## src/rtl/seven_segment_capture_if.sv

```systemverilog
// Display-bus interface for seven_segment_capture.
// The master side drives the scanned segment/anode lines and observes the
// decoded results; the slave side is the capture block itself.
interface seven_segment_capture_if;
   logic [6:0]  seg;
   logic [3:0]  an;
   logic [15:0] digits;
   logic [3:0]  blank;
   logic [3:0]  bad_glyph;
   logic [3:0]  updated;
   logic        all_valid;
   logic [6:0]  value_bin;

   modport master (
      output seg, an,
      input  digits, blank, bad_glyph, updated, all_valid, value_bin
   );

   modport slave (
      input  seg, an,
      output digits, blank, bad_glyph, updated, all_valid, value_bin
   );
endinterface

```

## src/rtl/seven_segment_capture.sv

```systemverilog
// seven_segment_capture: samples a multiplexed 4-digit 7-segment bus,
// filters scan transitions, decodes each glyph back to hex per digit
// position and forms position1*10 + position0 as a binary value.
// Optional macro CAPTURE_TIMEOUT_EN adds per-position staleness timeout.
module seven_segment_capture #(
   parameter int STABLE_CYCLES  = 16,
   parameter int AN_ACTIVE_LOW  = 1,
   parameter int SEG_ACTIVE_LOW = 1,
   parameter int TIMEOUT_CYCLES = 1048576
) (
   input  logic                   clk,
   input  logic                   rst_n,
   seven_segment_capture_if.slave bus
);

   localparam logic [15:0] STABLE_V  = 16'(STABLE_CYCLES);
   localparam logic [15:0] STABLE_M1 = 16'(STABLE_CYCLES - 1);

   // Glyph decode on the lit pattern gfedcba; returns {hit, value}
   function automatic logic [4:0] f_decode(input logic [6:0] lit);
      case (lit)
         7'b0111111: return {1'b1, 4'h0};
         7'b0000110: return {1'b1, 4'h1};
         7'b1011011: return {1'b1, 4'h2};
         7'b1001111: return {1'b1, 4'h3};
         7'b1100110: return {1'b1, 4'h4};
         7'b1101101: return {1'b1, 4'h5};
         7'b1111101: return {1'b1, 4'h6};
         7'b0000111: return {1'b1, 4'h7};
         7'b0100111: return {1'b1, 4'h7};
         7'b1111111: return {1'b1, 4'h8};
         7'b1101111: return {1'b1, 4'h9};
         7'b1100111: return {1'b1, 4'h9};
         7'b1110111: return {1'b1, 4'hA};
         7'b1111100: return {1'b1, 4'hB};
         7'b0111001: return {1'b1, 4'hC};
         7'b1011110: return {1'b1, 4'hD};
         7'b1111001: return {1'b1, 4'hE};
         7'b1110001: return {1'b1, 4'hF};
         default:    return 5'b0_0000;
      endcase
   endfunction

   // Two-digit decimal value; blank or non-decimal digits count as zero
   function automatic logic [6:0] f_bin(input logic [3:0] d1, input logic b1,
                                        input logic [3:0] d0, input logic b0);
      logic [3:0] v1;
      logic [3:0] v0;
      v1 = (b1 || (d1 > 4'd9)) ? 4'd0 : d1;
      v0 = (b0 || (d0 > 4'd9)) ? 4'd0 : d0;
      return (7'(v1) * 7'd10) + 7'(v0);
   endfunction

   logic [6:0]  r_seg_s1, r_seg_s2;
   logic [3:0]  r_an_s1, r_an_s2;
   logic [10:0] r_prev;
   logic [15:0] r_cnt;
   logic        r_commit;
   logic [3:0]  r_cmt_an;
   logic [6:0]  r_cmt_seg;
   logic [15:0] r_digits;
   logic [3:0]  r_blank;
   logic [3:0]  r_bad;
   logic [3:0]  r_updated;
   logic [3:0]  r_seen;
   logic        r_all_valid;
   logic [6:0]  r_value_bin;

   logic [3:0]  w_an;
   logic [6:0]  w_seg;
   logic [10:0] w_sample;
   logic        w_onehot;
   logic        w_same;
   logic        w_hit;
   logic [4:0]  w_dec;

   // Polarity normalisation: internally 1 means anode active / segment lit
   assign w_an     = (AN_ACTIVE_LOW  != 0) ? ~r_an_s2  : r_an_s2;
   assign w_seg    = (SEG_ACTIVE_LOW != 0) ? ~r_seg_s2 : r_seg_s2;
   assign w_sample = {w_an, w_seg};
   assign w_onehot = $onehot(w_an);
   assign w_same   = (w_sample == r_prev);
   assign w_hit    = w_onehot && w_same && (r_cnt == STABLE_M1);
   assign w_dec    = f_decode(r_cmt_seg);

   // Two-flop synchroniser on the raw bus lines
   always_ff @(posedge clk or negedge rst_n) begin
      if (!rst_n) begin
         r_seg_s1 <= '0;
         r_seg_s2 <= '0;
         r_an_s1  <= '0;
         r_an_s2  <= '0;
      end else begin
         r_seg_s1 <= bus.seg;
         r_seg_s2 <= r_seg_s1;
         r_an_s1  <= bus.an;
         r_an_s2  <= r_an_s1;
      end
   end

   // Stability counter: saturates at STABLE_CYCLES so a frame commits once
   always_ff @(posedge clk or negedge rst_n) begin
      if (!rst_n) begin
         r_prev    <= '0;
         r_cnt     <= '0;
         r_commit  <= 1'b0;
         r_cmt_an  <= '0;
         r_cmt_seg <= '0;
      end else begin
         r_prev    <= w_sample;
         r_commit  <= w_hit;
         r_cmt_an  <= w_an;
         r_cmt_seg <= w_seg;
         if (!w_onehot)
            r_cnt <= '0;
         else if (!w_same)
            r_cnt <= 16'd1;
         else if (r_cnt != STABLE_V)
            r_cnt <= r_cnt + 16'd1;
      end
   end

`ifdef CAPTURE_TIMEOUT_EN
   localparam int TW = $clog2(TIMEOUT_CYCLES + 1);
   localparam logic [TW-1:0] TO_V  = TW'(TIMEOUT_CYCLES);
   localparam logic [TW-1:0] TO_M1 = TW'(TIMEOUT_CYCLES - 1);
   logic [3:0][TW-1:0] r_to_cnt;
`endif

   // Commit stage: update the addressed digit slot and its status flags
   always_ff @(posedge clk or negedge rst_n) begin
      if (!rst_n) begin
         r_digits  <= '0;
         r_blank   <= 4'hF;
         r_bad     <= '0;
         r_updated <= '0;
         r_seen    <= '0;
`ifdef CAPTURE_TIMEOUT_EN
         r_to_cnt  <= '0;
`endif
      end else begin
         r_updated <= r_commit ? r_cmt_an : 4'b0000;
         for (int i = 0; i < 4; i++) begin
            if (r_commit && r_cmt_an[i]) begin
               r_seen[i] <= 1'b1;
               if (r_cmt_seg == 7'b0000000) begin
                  r_digits[4*i +: 4] <= 4'h0;
                  r_blank[i]         <= 1'b1;
                  r_bad[i]           <= 1'b0;
               end else if (w_dec[4]) begin
                  r_digits[4*i +: 4] <= w_dec[3:0];
                  r_blank[i]         <= 1'b0;
                  r_bad[i]           <= 1'b0;
               end else begin
                  r_blank[i]         <= 1'b0;
                  r_bad[i]           <= 1'b1;
               end
`ifdef CAPTURE_TIMEOUT_EN
               r_to_cnt[i] <= '0;
            end else if (r_to_cnt[i] != TO_V) begin
               r_to_cnt[i] <= r_to_cnt[i] + 1'b1;
               if (r_to_cnt[i] == TO_M1) begin
                  r_seen[i]  <= 1'b0;
                  r_blank[i] <= 1'b1;
               end
`endif
            end
         end
      end
   end

   // Summary outputs: all-valid flag and two-digit binary value
   always_ff @(posedge clk or negedge rst_n) begin
      if (!rst_n) begin
         r_all_valid <= 1'b0;
         r_value_bin <= '0;
      end else begin
         r_all_valid <= &r_seen;
         if (r_updated[0] || r_updated[1])
            r_value_bin <= f_bin(r_digits[7:4], r_blank[1], r_digits[3:0], r_blank[0]);
      end
   end

   assign bus.digits    = r_digits;
   assign bus.blank     = r_blank;
   assign bus.bad_glyph = r_bad;
   assign bus.updated   = r_updated;
   assign bus.all_valid = r_all_valid;
   assign bus.value_bin = r_value_bin;

endmodule

```

## src/flat_wrapper.sv

```systemverilog
// flat-port wrapper written by rule: the top's interface ports become plain ports
module seven_segment_capture_flat 
#(
   parameter int STABLE_CYCLES  = 16,
   parameter int AN_ACTIVE_LOW  = 1,
   parameter int SEG_ACTIVE_LOW = 1,
   parameter int TIMEOUT_CYCLES = 1048576
)
  (clk, rst_n, bus_seg, bus_an, bus_digits, bus_blank, bus_bad_glyph, bus_updated, bus_all_valid, bus_value_bin);
  seven_segment_capture_if bus_i ();
  input  logic clk;
  input  logic rst_n;
  input wire logic [$bits(bus_i.seg)-1:0] bus_seg;
  input wire logic [$bits(bus_i.an)-1:0] bus_an;
  output wire logic [$bits(bus_i.digits)-1:0] bus_digits;
  output wire logic [$bits(bus_i.blank)-1:0] bus_blank;
  output wire logic [$bits(bus_i.bad_glyph)-1:0] bus_bad_glyph;
  output wire logic [$bits(bus_i.updated)-1:0] bus_updated;
  output wire logic [$bits(bus_i.all_valid)-1:0] bus_all_valid;
  output wire logic [$bits(bus_i.value_bin)-1:0] bus_value_bin;
  assign bus_i.seg = bus_seg;
  assign bus_i.an = bus_an;
  assign bus_digits = bus_i.digits;
  assign bus_blank = bus_i.blank;
  assign bus_bad_glyph = bus_i.bad_glyph;
  assign bus_updated = bus_i.updated;
  assign bus_all_valid = bus_i.all_valid;
  assign bus_value_bin = bus_i.value_bin;
  seven_segment_capture #(.STABLE_CYCLES(STABLE_CYCLES), .AN_ACTIVE_LOW(AN_ACTIVE_LOW), .SEG_ACTIVE_LOW(SEG_ACTIVE_LOW), .TIMEOUT_CYCLES(TIMEOUT_CYCLES)) u_core (.clk(clk), .rst_n(rst_n), .bus(bus_i));
endmodule
```

## config.mk

```make
export PLATFORM = sky130hd
export DESIGN_NAME = seven_segment_capture_flat
export DESIGN_NICKNAME = d
export VERILOG_FILES = /design/src/rtl/seven_segment_capture_if.sv /design/src/rtl/seven_segment_capture.sv /design/src/flat_wrapper.sv
export SDC_FILE = /design/constraint.sdc
export NUM_CORES = 1
export LEC_CHECK = 0
export CORE_MARGIN = 4
export CORE_UTILIZATION = 37
export DETAILED_ROUTE_END_ITERATION = 6
export SLEW_MARGIN = 5
export SYNTH_ARGS = -nofsm -noshare
export SYNTH_HDL_FRONTEND = slang
export SYNTH_SLANG_ARGS = --single-unit
```

## constraint.sdc

```tcl
create_clock -name clk -period 3.78 [get_ports clk]
set_input_delay 0.756 -clock clk [delete_from_list [all_inputs] [get_ports clk]]
set_output_delay 0.756 -clock clk [all_outputs]
set_load 0.005 [all_outputs]
```

-- Yosys cells after proc, flatten, opt, wreduce, memory -nomap -nowiden
Cells that the tools add are included.
W data, S select, Z words.
- register bits: 101
- bits of input ports: 13
- output and inout bits: 36
- word-level logic and storage cells: 91
- add/subtract/negate cells: 5
- $mul: 1
- order comparisons: 2
- equality and inequality tests: 23
- mux-type cells: 12
- bitwise operators: 2
- reduce and logical (&&, ||, !) cells: 18
- operator list (kind ; number):
    $eq A7 B7 Y1 const B ; 13
    $pmux W5 S16 ; 1
    $mux W16 ; 3
    $eq A7 B6 Y1 const B ; 3
    $mux W4 ; 5
    $add A16 B1 Y16 const B ; 1
    $eq A16 B4 Y1 const B ; 1
    $ne A16 B5 Y1 const B ; 1
    $eq A7 B3 Y1 const B ; 2
    $eq A11 B11 Y1 ; 1
    $gt A4 B4 Y1 const B ; 2
    $reduce_and A2 Y1 ; 4
    $add A7 B4 Y7 ; 1
    $logic_not A7 Y1 ; 1
    $not A7 Y7 ; 1
    $logic_and A1 B1 Y1 ; 6
    $mul A4 B3 Y6 const B ; 1
    $add A1 B1 Y2 ; 2
    $not A4 Y4 ; 1
    $reduce_and A4 Y1 ; 1
    $reduce_or A2 Y1 ; 2
    $add A3 B3 Y3 ; 1
    $eq A3 B1 Y1 const B ; 1
    $logic_or A1 B1 Y1 ; 3
    3 further kinds ; 5

-- Longest topological paths before layout
Gate-level depths: netlist (run 1).
- word-level depth: 6
- depth in mapped cells: 11

-- Worst setup path before layout (run 1)
Ideal clock, no wire load.
- path kind: register to register
- start: register u_core.r_digits[6], in the netlist u_core.bus.digits[6]
- end: register u_core.r_value_bin[6], in the netlist u_core.bus.value_bin[6]
- setup time: 0.125 ns
- data arrival time: 2.668 ns
- data required time: 3.655 ns
- slack: 0.987 ns
- cell stages (with the launch flop): 12
- clock period less this slack: 2.793 ns
- cells stage by stage: dfrtp_1 o21ai_0 nor2b_1 and2_1 ha_1 ha_1 inv_1 fa_1 nand2b_1 a21oi_1 xnor2_1 mux2_2
- longest elaborated chain between the ends: 5
- ends and longest elaborated chain (element ; RTL line ; source):
    start, declared ; seven_segment_capture.sv:61 ; logic [15:0] r_digits;
    start signal, assigned by index ; seven_segment_capture.sv:151 ; r_digits[4*i +: 4] <= w_dec[3:0];
    $gt A4 B4 Y1 ; seven_segment_capture.sv:49 ; v1 = (b1 || (d1 > 4'd9)) ? 4'd0 : d1;
    $logic_or A1 B1 Y1 ; seven_segment_capture.sv:49 ;
    $mux W4 (*) ; seven_segment_capture.sv:49 ;
    $mul A4 B3 Y6 (*) ; seven_segment_capture.sv:51 ; return (7'(v1) * 7'd10) + 7'(v0);
    $add A7 B4 Y7 (*) ; seven_segment_capture.sv:51 ;
    end signal, assigned ; seven_segment_capture.sv:180 ; r_value_bin <= f_bin(r_digits[7:4], r_blank[1], r_digits[3:0], r_blank[0]);
    end, declared ; seven_segment_capture.sv:67 ; logic [6:0] r_value_bin;
Mark *: on every way between the ends. The rest lies on a longest branch, timed or not.
A chain may end at the register's enable or synchronous reset.

-- Final worst setup path (run 1)
Same ends and word-level chain as after synthesis.

==> results.md, run 1 <==
Die:
- For this configuration, the core starts out at a cell density of 0.3823.
- The boundary pin count is 49.
- The die is 114.5 um tall.
- The die outline area is 0.01312 sq mm.
- The floorplan step set the die width to 114.5 um.
- The placement row count is 38.
- The standard cell core area is 0.01098 sq mm.

STA:
- At the pin with the least slew margin, the transition time is 768.8 ps.
- After routing, the total negative slack on setup checks comes to 0 ps.
- Setup violations remaining at the end of the flow were counted as 0.
- The final worst setup slack is 742.3 ps.
- The fraction of the cycle the final worst path needs is 0.8036.
- The number of hold violations in the final report was 0.
- Setup repair after global routing left no endpoint under its margin.
- The final-report max-slew violation count is 0.
- Timing would allow up to 329.2 MHz.
- The time the final worst path needs with I/O delays and setup is 3038 ps.
- In this run the tightest slew margin relative to its limit is 0.4820.
- The worst clock skew on the final layout is 8.530 ps.

Synthesis:
- The leading register cell type out of synthesis is dfrtp_1.
- The netlist area before placement is 0.004199 sq mm.
- The share of async-settable or async-resettable flops after synthesis is 1.000.
- Counting flops with a built-in enable in the synthesized netlist gives 0.
- For this run, the number of Yosys warnings is 0.
- The number of synthesized register bits is 90.
- Counting distinct cell types in the post-synthesis netlist gives 54.
- The count of mapped cells out of synthesis is 376.
- The sequential cell area fraction in the yosys report is 0.5375.
- The proportion of netlist area held by the largest area contributor is 0.5125.
- The average size of a mapped cell is 11.17 sq um.
- After synthesis, the cell types taking the most area are dfrtp_1 (51%), xor2_1 (4.2%), nand2_1 (3.4%).
- Synthesis produced a netlist with a net count of 401.
- The largest total area in the synthesized netlist belongs to dfrtp_1.

Cells and area:
- The count of inserted antenna diode cells is 0.
- The proportion of layout cells with a drive suffix above 1 is 0.1093.
- The post-layout instance count excluding filler cells is 570.
- The commonest non-fill, non-tap cell in the layout is dfrtp_1.
- The area growth from synthesis to layout is 20.47%.
- The net count of the finished layout is 450.
- In the layout the commonest cells are dfrtp_1 (86), clkdlybuf4s50_1 (47), nand2_1 (38).

Critical path:
- The number of cells on the worst reg-to-reg path is 11.
- The startpoint-to-endpoint class of the critical path is reg -> reg.
- At the worst endpoint, the arrival time is 3260 ps.
- The worst flop-to-flop path startpoint is u_core.bus.digits[6].
- The highest net fanout along the worst path is 7.
- The critical path launch point type is a flip-flop.
- The required time reported for the critical path endpoint is 4000 ps.
- The most critical setup path has its startpoint at u_core.bus.digits[6].
- The nature of the critical path endpoint is a flip-flop.

Global route:
- The pin count of the biggest net entering global routing is 52.
- Global routing finished with a remaining overflow of 0.
- The initial antenna violation count is 0.
- The first global-routing pass estimated 14210 um of wire.
- The all-layer global routing usage is 0.1338.
- The number of global-route vias before repair is 2861.

CTS:
- In this run the number of H-tree levels came out at 3.
- The clock tree buffer depth is 2.
- In this run the post-CTS setup repair buffer count came out at 0.
- Clock latency on the worst-skew pair, taken at its later pin, is 340 ps.
- Clock tree synthesis found a total of 90 sinks.
- The root cell of the clock tree is clkbuf_16.
- Once the clock tree was built, the resizer swapped 0 gates to a different size.
- TritonCTS built the clock tree.
- For this design, the CTS-stage hold fixing added 0 buffers.
- The clock slew at the register clock pins of the worst setup and hold paths is 70 ps.
- The TritonCTS buffer count is 9.

Detailed routing:
- The first-pass detailed-route iteration total is 4.
- After the first detailed-routing iteration, the DRC count stood at 122.
- In the final routed layout, each cell accounts on average for 14.10 um.
- The routed wire length on met3 is 407 um.
- The highest layer touched by signal routing is met4.
- The routed metal-1 wire length is 3839 um.
- The routed layout has 2833 vias.
- The count of nets left with antenna violations once routing finished came out at 0.
- The length of routed met2 wiring is 3693 um.
- The DRC violation count after routing is 0.
- In the routed layout, each cell is associated on average with a via count of 4.970.
- The total wirelength of the detailed-routed design is 8035 um.

Placement:
- The final estimated routing congestion in global placement is 0.8642.
- The number of cells in the design after placement is 554.
- Before CTS, the worst setup slack after placement is 763.6 ps.
- The HPWL after detailed placement is 5738 um.
- The total of buffers placed on input and output ports is 48.

Power and ir drop:
- The power density over cell area is 388.1 mW/mm^2.
- The analysis attributes to cell leakage a power of 2.240 nW.
- The worst-case IR drop observed on VDD is 0.0003266 V.

Worst hold path:
- In this run the most critical hold path is launched from u_core.r_seg_s1[4].
- The path class of the lowest-slack min-delay path is reg -> reg.
- The number of stages on the worst hold path is 0.

Run status:
- The run finished with clean final reports.

Run:
- Across the run, the number of max-cap violations was 0.
==> area by class of cell <==
cell class / count / area [sq um]
clock buffers: 9 / 225.2
clock inverters: 7 / 68.82
fillers: 1042 / 5924
inverters: 20 / 75.07
multi-input cells: 254 / 1764
flip-flops and latches: 90 / 2257
well taps: 140 / 175.2
repair buffers: 50 / 493.0
==> flip-flops by register name (all words and copies together), names as in the netlist, 7 cells and up <==
name / count
u_core.r_prev: 10
u_core.bus.digits: 16
u_core.r_seg_s2: 7
u_core.r_cnt: 16
u_core.bus.value_bin: 7
u_core.r_seg_s1: 7
==> power breakdown <==
| group | internal (mW) | switching (mW) |
|---|---|---|
| registers | 0.983 | 0.0270 |
| logic | 0.0401 | 0.0528 |
| clock network | 0.463 | 0.398 |
==> routing by layer <==
| metal | GRT usage | vias up |
|---|---|---|
| li1 | - | 1406 |
| met1 | 0.1853 | 1351 |
| met2 | 0.2107 | 66 |
| met3 | 0.03383 | 10 |
| met4 | 0.03325 | 0 |
| met5 | 0 | - |
==> synth_stat cells, types with 6 or more instances <==
cell,count
buf_6,6
o21ai_0,23
inv_1,20
xor2_1,20
ha_1,9
nor3_1,6
xnor2_1,12
a21oi_1,9
nand3_1,10
nand2b_1,8
nor3b_1,7
dfrtp_1,86
nand2_1,38
and3_1,13
nor2_1,25
==> path summary, 6_finish.rpt <==
path	endpoint	slack (ps)
hold / removal	u_core.r_seg_s2[4]	350
setup reg to reg	u_core.bus.value_bin[6]	740
min in group asynchronous	u_core.bus.value_bin[4]	430
setup / recovery	u_core.bus.value_bin[6]	740
hold reg to reg	u_core.r_seg_s2[4]	350
max in group asynchronous	u_core.r_seg_s2[6]	2580
==> metrics by stage <==
step	util	total power [mW]	instance area, sq um	hold WS (ps)
floorplan	-	1.082	4199	331.2
finish	0.4606	1.963	5059	349.9
global route	0.4606	2.044	5059	353.9
global placement	0.4338	1.120	4765	335.1
CTS	0.4606	1.987	5059	351.8
detailed placement	0.4338	1.123	4765	335.5
==> worst max-delay path, cell delays in order, from the launching register on <==
cell and delay [ps]:
dfrtp_1 450, o21ai_0 450, nor2b_1 240, and2_1 220, ha_1 250, ha_1 190
inv_1 60, fa_1 430, nand2b_1 160, a21oi_1 140, xnor2_1 80, mux2_2 250
==> logic make-up after synthesis <==
kind of cell    Yosys count  synth area share
compound gates           63            0.1064
xor+xnor                 32           0.06675
fa+ha+maj                12           0.04112
buf+inv                  32           0.04231
flops                    90            0.5375
mux                       4           0.01043
simple gates            143            0.1955
Power figures use the tool's default switching activity.
==> run 2: changes to the inputs <==
==> constraint.sdc (replaced) <==
create_clock -name clk -period 2.75 [get_ports clk]
set_input_delay 0.55 -clock clk [delete_from_list [all_inputs] [get_ports clk]]
set_output_delay 0.55 -clock clk [all_outputs]
set_load 0.005 [all_outputs]
==> run 2 against run 1 <==
Against the previous run: combinational power up 38%; highest routed layer unchanged; via count rose by 0.60%; first-iteration DRC count is 25% higher; largest power group unchanged; maximum frequency is 17% higher; sequential share of layout area down 0.44 points.
==> results.md, run 2 (same netlist as run 1, synthesis figures left out) <==
Run status:
- Status: finished clean (unchanged).

Cells and area:
- The commonest non-fill, non-tap cell in the layout is dfrtp_1 (unchanged).
- The final design utilization is 0.4655 (was 0.4606).
- The post-layout instance count excluding filler cells was 572 (was 570).
- The proportion of layout cells with a drive suffix above 1 is 0.1204 (was 0.1093).
- The number of fill cells in the layout was 1054 (was 1042).
- The area growth from synthesis to layout is 21.75% (was 20.47%).
- The number of nets in the final layout is 452 (was 450).
- Highest-count cells in the layout ignoring fill and taps: dfrtp_1 (85), clkdlybuf4s50_1 (47), nand2_1 (38) (was dfrtp_1 (86), clkdlybuf4s50_1 (47), nand2_1 (38)).
- The count of inserted antenna diode cells is 0 (unchanged).
- The final instance area is 0.005112 sq mm (was 0.005059 sq mm).

Detailed routing:
- The per-cell via count in the routed design is 4.983 (was 4.970).
- The DRC violation count after routing came to 0 (unchanged).
- The count of nets left with antenna violations after detail routing is 0 (unchanged).
- The overall via count from detail_route came to 2850 (was 2833).
- The first-pass detailed-route iteration total is 4 (unchanged).
- The routed wire length per instance is 14.51 um (was 14.10 um).
- The total wirelength of the detailed-routed design came to 8298 um (was 8035 um).
- The violation count after the first detailed-route iteration is 152 (was 122).

CTS:
- The number of sinks handled by clock tree synthesis is 90 (unchanged).
- The latest clock arrival within the worst-skew pair was 340 ps (about the same).
- The number of H-tree branching levels is 3 (unchanged).
- The root cell of the clock tree is clkbuf_16 (unchanged).
- The clock slew at the register clock pins of the worst setup and hold paths was 70 ps (about the same).
- The TritonCTS clock tree is yes (unchanged).
- The clock tree buffer depth is 2 (unchanged).
- The TritonCTS buffer count is 9 (unchanged).

Global route:
- The global-route wire length before repair was 14260 um (was 14210 um).
- The all-layer global routing usage was 0.1364 (was 0.1338).
- The number of global-route vias before repair came to 2850 (was 2861).
- The total global routing overflow is 0 (unchanged).
- The initial antenna violation count was 0 (unchanged).
- The pin count of the biggest net entering global routing is 47 (was 52).

Power and ir drop:
- The sequential group share of total power is 0.497 (was 0.514).
- The internal power consumption is 2.127 mW (was 1.485 mW).
- The maximum vdd ir drop is 0.0003607 V (was 0.0003266 V).
- The power density over cell area is 545.8 mW/mm^2 (was 388.1 mW/mm^2).
- The switching share of total power is 0.2376 (was 0.2435).
- The leakage power came to 2.271 nW (was 2.240 nW).
- The net switching power of the design is 662.9 uW (was 478.0 uW).
- The clock network fraction of total power was 0.457 (was 0.438).
- The power share of the combinational group is 0.046 (was 0.047).

Placement:
- The placed cell area is 0.004792 sq mm (was 0.004765 sq mm).
- The number of cells in the design after placement is 556 (was 554).
- The post-DP HPWL was 5835 um (was 5738 um).
- The total of buffers placed on input and output ports is 48 (unchanged).
- The final estimated routing congestion in global placement came to 0.7869 (was 0.8642).

Worst hold path:
- The path class of the lowest-slack min-delay path was in -> async (was reg -> reg).

Critical path:
- The startpoint-to-endpoint class of the critical path is reg -> reg (unchanged).
- The worst flop-to-flop path startpoint is u_core.bus.digits[6] (unchanged).
- The highest net fanout along the worst path is 4 (was 7).
- The start point of the critical path is u_core.bus.digits[6] (unchanged).
- The critical path data arrival time was 2820 ps (was 3260 ps).
- The critical path launch point type was a flip-flop (unchanged).
- The required time reported for the critical path endpoint is 2970 ps (was 4000 ps).
- The nature of the critical path endpoint was a flip-flop (unchanged).
- The number of cells on the worst reg-to-reg path is 11 (unchanged).
- The worst-case register-to-register setup slack is 150 ps (was 740 ps).

STA:
- The highest clock rate is 385.0 MHz (was 329.2 MHz).
- The number of hold violations in the final report came to 0 (unchanged).
- The worst hold slack is 200.5 ps (was 349.9 ps).
- The accumulated negative setup slack came to 0 ps (unchanged).
- The worst slew margin relative to its limit is 0.5336 (was 0.4820).
- The final-report max-slew violation count was 0 (unchanged).
- The fraction of the cycle the final worst path needs is 0.9444 (was 0.8036).
- The worst clock skew on the final layout was 9.801 ps (was 8.530 ps).
- The time the final worst path needs with I/O delays and setup is 2597 ps (was 3038 ps).
- The setup violation total in the final timing report came to 0 (unchanged).
- The transition time at the pin with the least slew margin is 692.3 ps (was 768.8 ps).

Die:
- The die outline area is 0.01312 sq mm (unchanged).
- The boundary pin count is 49 (unchanged).
- The standard cell core area is 0.01098 sq mm (unchanged).
- The placement row count is 38 (unchanged).
- The height of the die is 114.5 um (unchanged).
- The horizontal die dimension came to 114.5 um (unchanged).
- The starting density of the core is 0.3823 (unchanged).

Run:
- The max-capacitance violation count is 0 (unchanged).
==> run 2: cell count changes in the layout (fill, tap and decap cells not counted), sizes merged <==
| cell | previous run | this run |
|---|---|---|
| buf | 3 | 5 |
| bufinv | 0 | 1 |
| clkinv | 1 | 0 |
==> run 2: metal layers <==
layer / vias to the layer above / share of wire / wire, um / GRT usage
met4: 0 / 0.0095 / 79 / 0.03959
met1: 1360 / 0.48 / 4015 / 0.1871
met3: 9 / 0.051 / 421 / 0.03753
met5: - / 0 / 0 / 0
li1: 1416 / - / - / -
met2: 65 / 0.46 / 3781 / 0.2119
==> run 2: power by group through the flow <==
stage | clock network [mW] | registers, mW | logic (mW)
2_1_floorplan | 0 | 1.39 | 0.0956
3_3_place_gp | 0 | 1.41 | 0.129
3_5_place_dp | 0 | 1.41 | 0.131
4_1_cts | 1.31 | 1.39 | 0.131
5_1_grt | 1.36 | 1.39 | 0.145
6_report | 1.28 | 1.39 | 0.128
==> run 2: layout make-up <==
| class | instances | area [sq um] | area share |
|---|---|---|---|
| Clock inverter | 7 | 82.58 | 0.01615 |
| Sequential cell | 90 | 2258 | 0.4418 |
| Multi-Input combinational cell | 254 | 1775 | 0.3473 |
| Clock buffer | 9 | 225.2 | 0.04405 |
| Timing Repair Buffer | 52 | 520.5 | 0.1018 |
| Inverter | 20 | 75.07 | 0.01468 |
| Tap cell | 140 | 175.2 | 0.03426 |
==> run 2: per-stage QoR <==
stage               total power, mW  worst slack (ps)
global placement              1.540             181.4
detailed placement            1.544             75.88
finish                        2.790             152.8
global route                  2.898            -14.39
floorplan                     1.487             47.31
CTS                           2.824             62.77
==> run 2: final timing paths <==
| check | to |
|---|---|
| setup / recovery | u_core.bus.value_bin[6] |
| setup reg to reg | u_core.bus.value_bin[6] |
| hold reg to reg | u_core.r_an_s2[3] |
| hold / removal | u_core.bus.value_bin[6] |
| max in group asynchronous | u_core.bus.blank[3] |
| min in group clk | u_core.r_an_s2[3] |
==> run 2: worst max-delay path, stage by stage (launching register included) <==
cell and delay (ps):
dfrtp_1 430, o21ai_2 170, nor2b_4 170, and2_1 150, ha_1 230, ha_1 190
inv_1 60, fa_1 430, nand2b_1 160, a21oi_1 140, xnor2_1 90, mux2_2 260
==> run 2: repair_timing <==
item | in CTS | in global routing
endpoints found under the setup margin | 0 | 1
setup buffers | 0 | 0
gates resized for setup | 0 | 4
hold buffers | 0 | 0
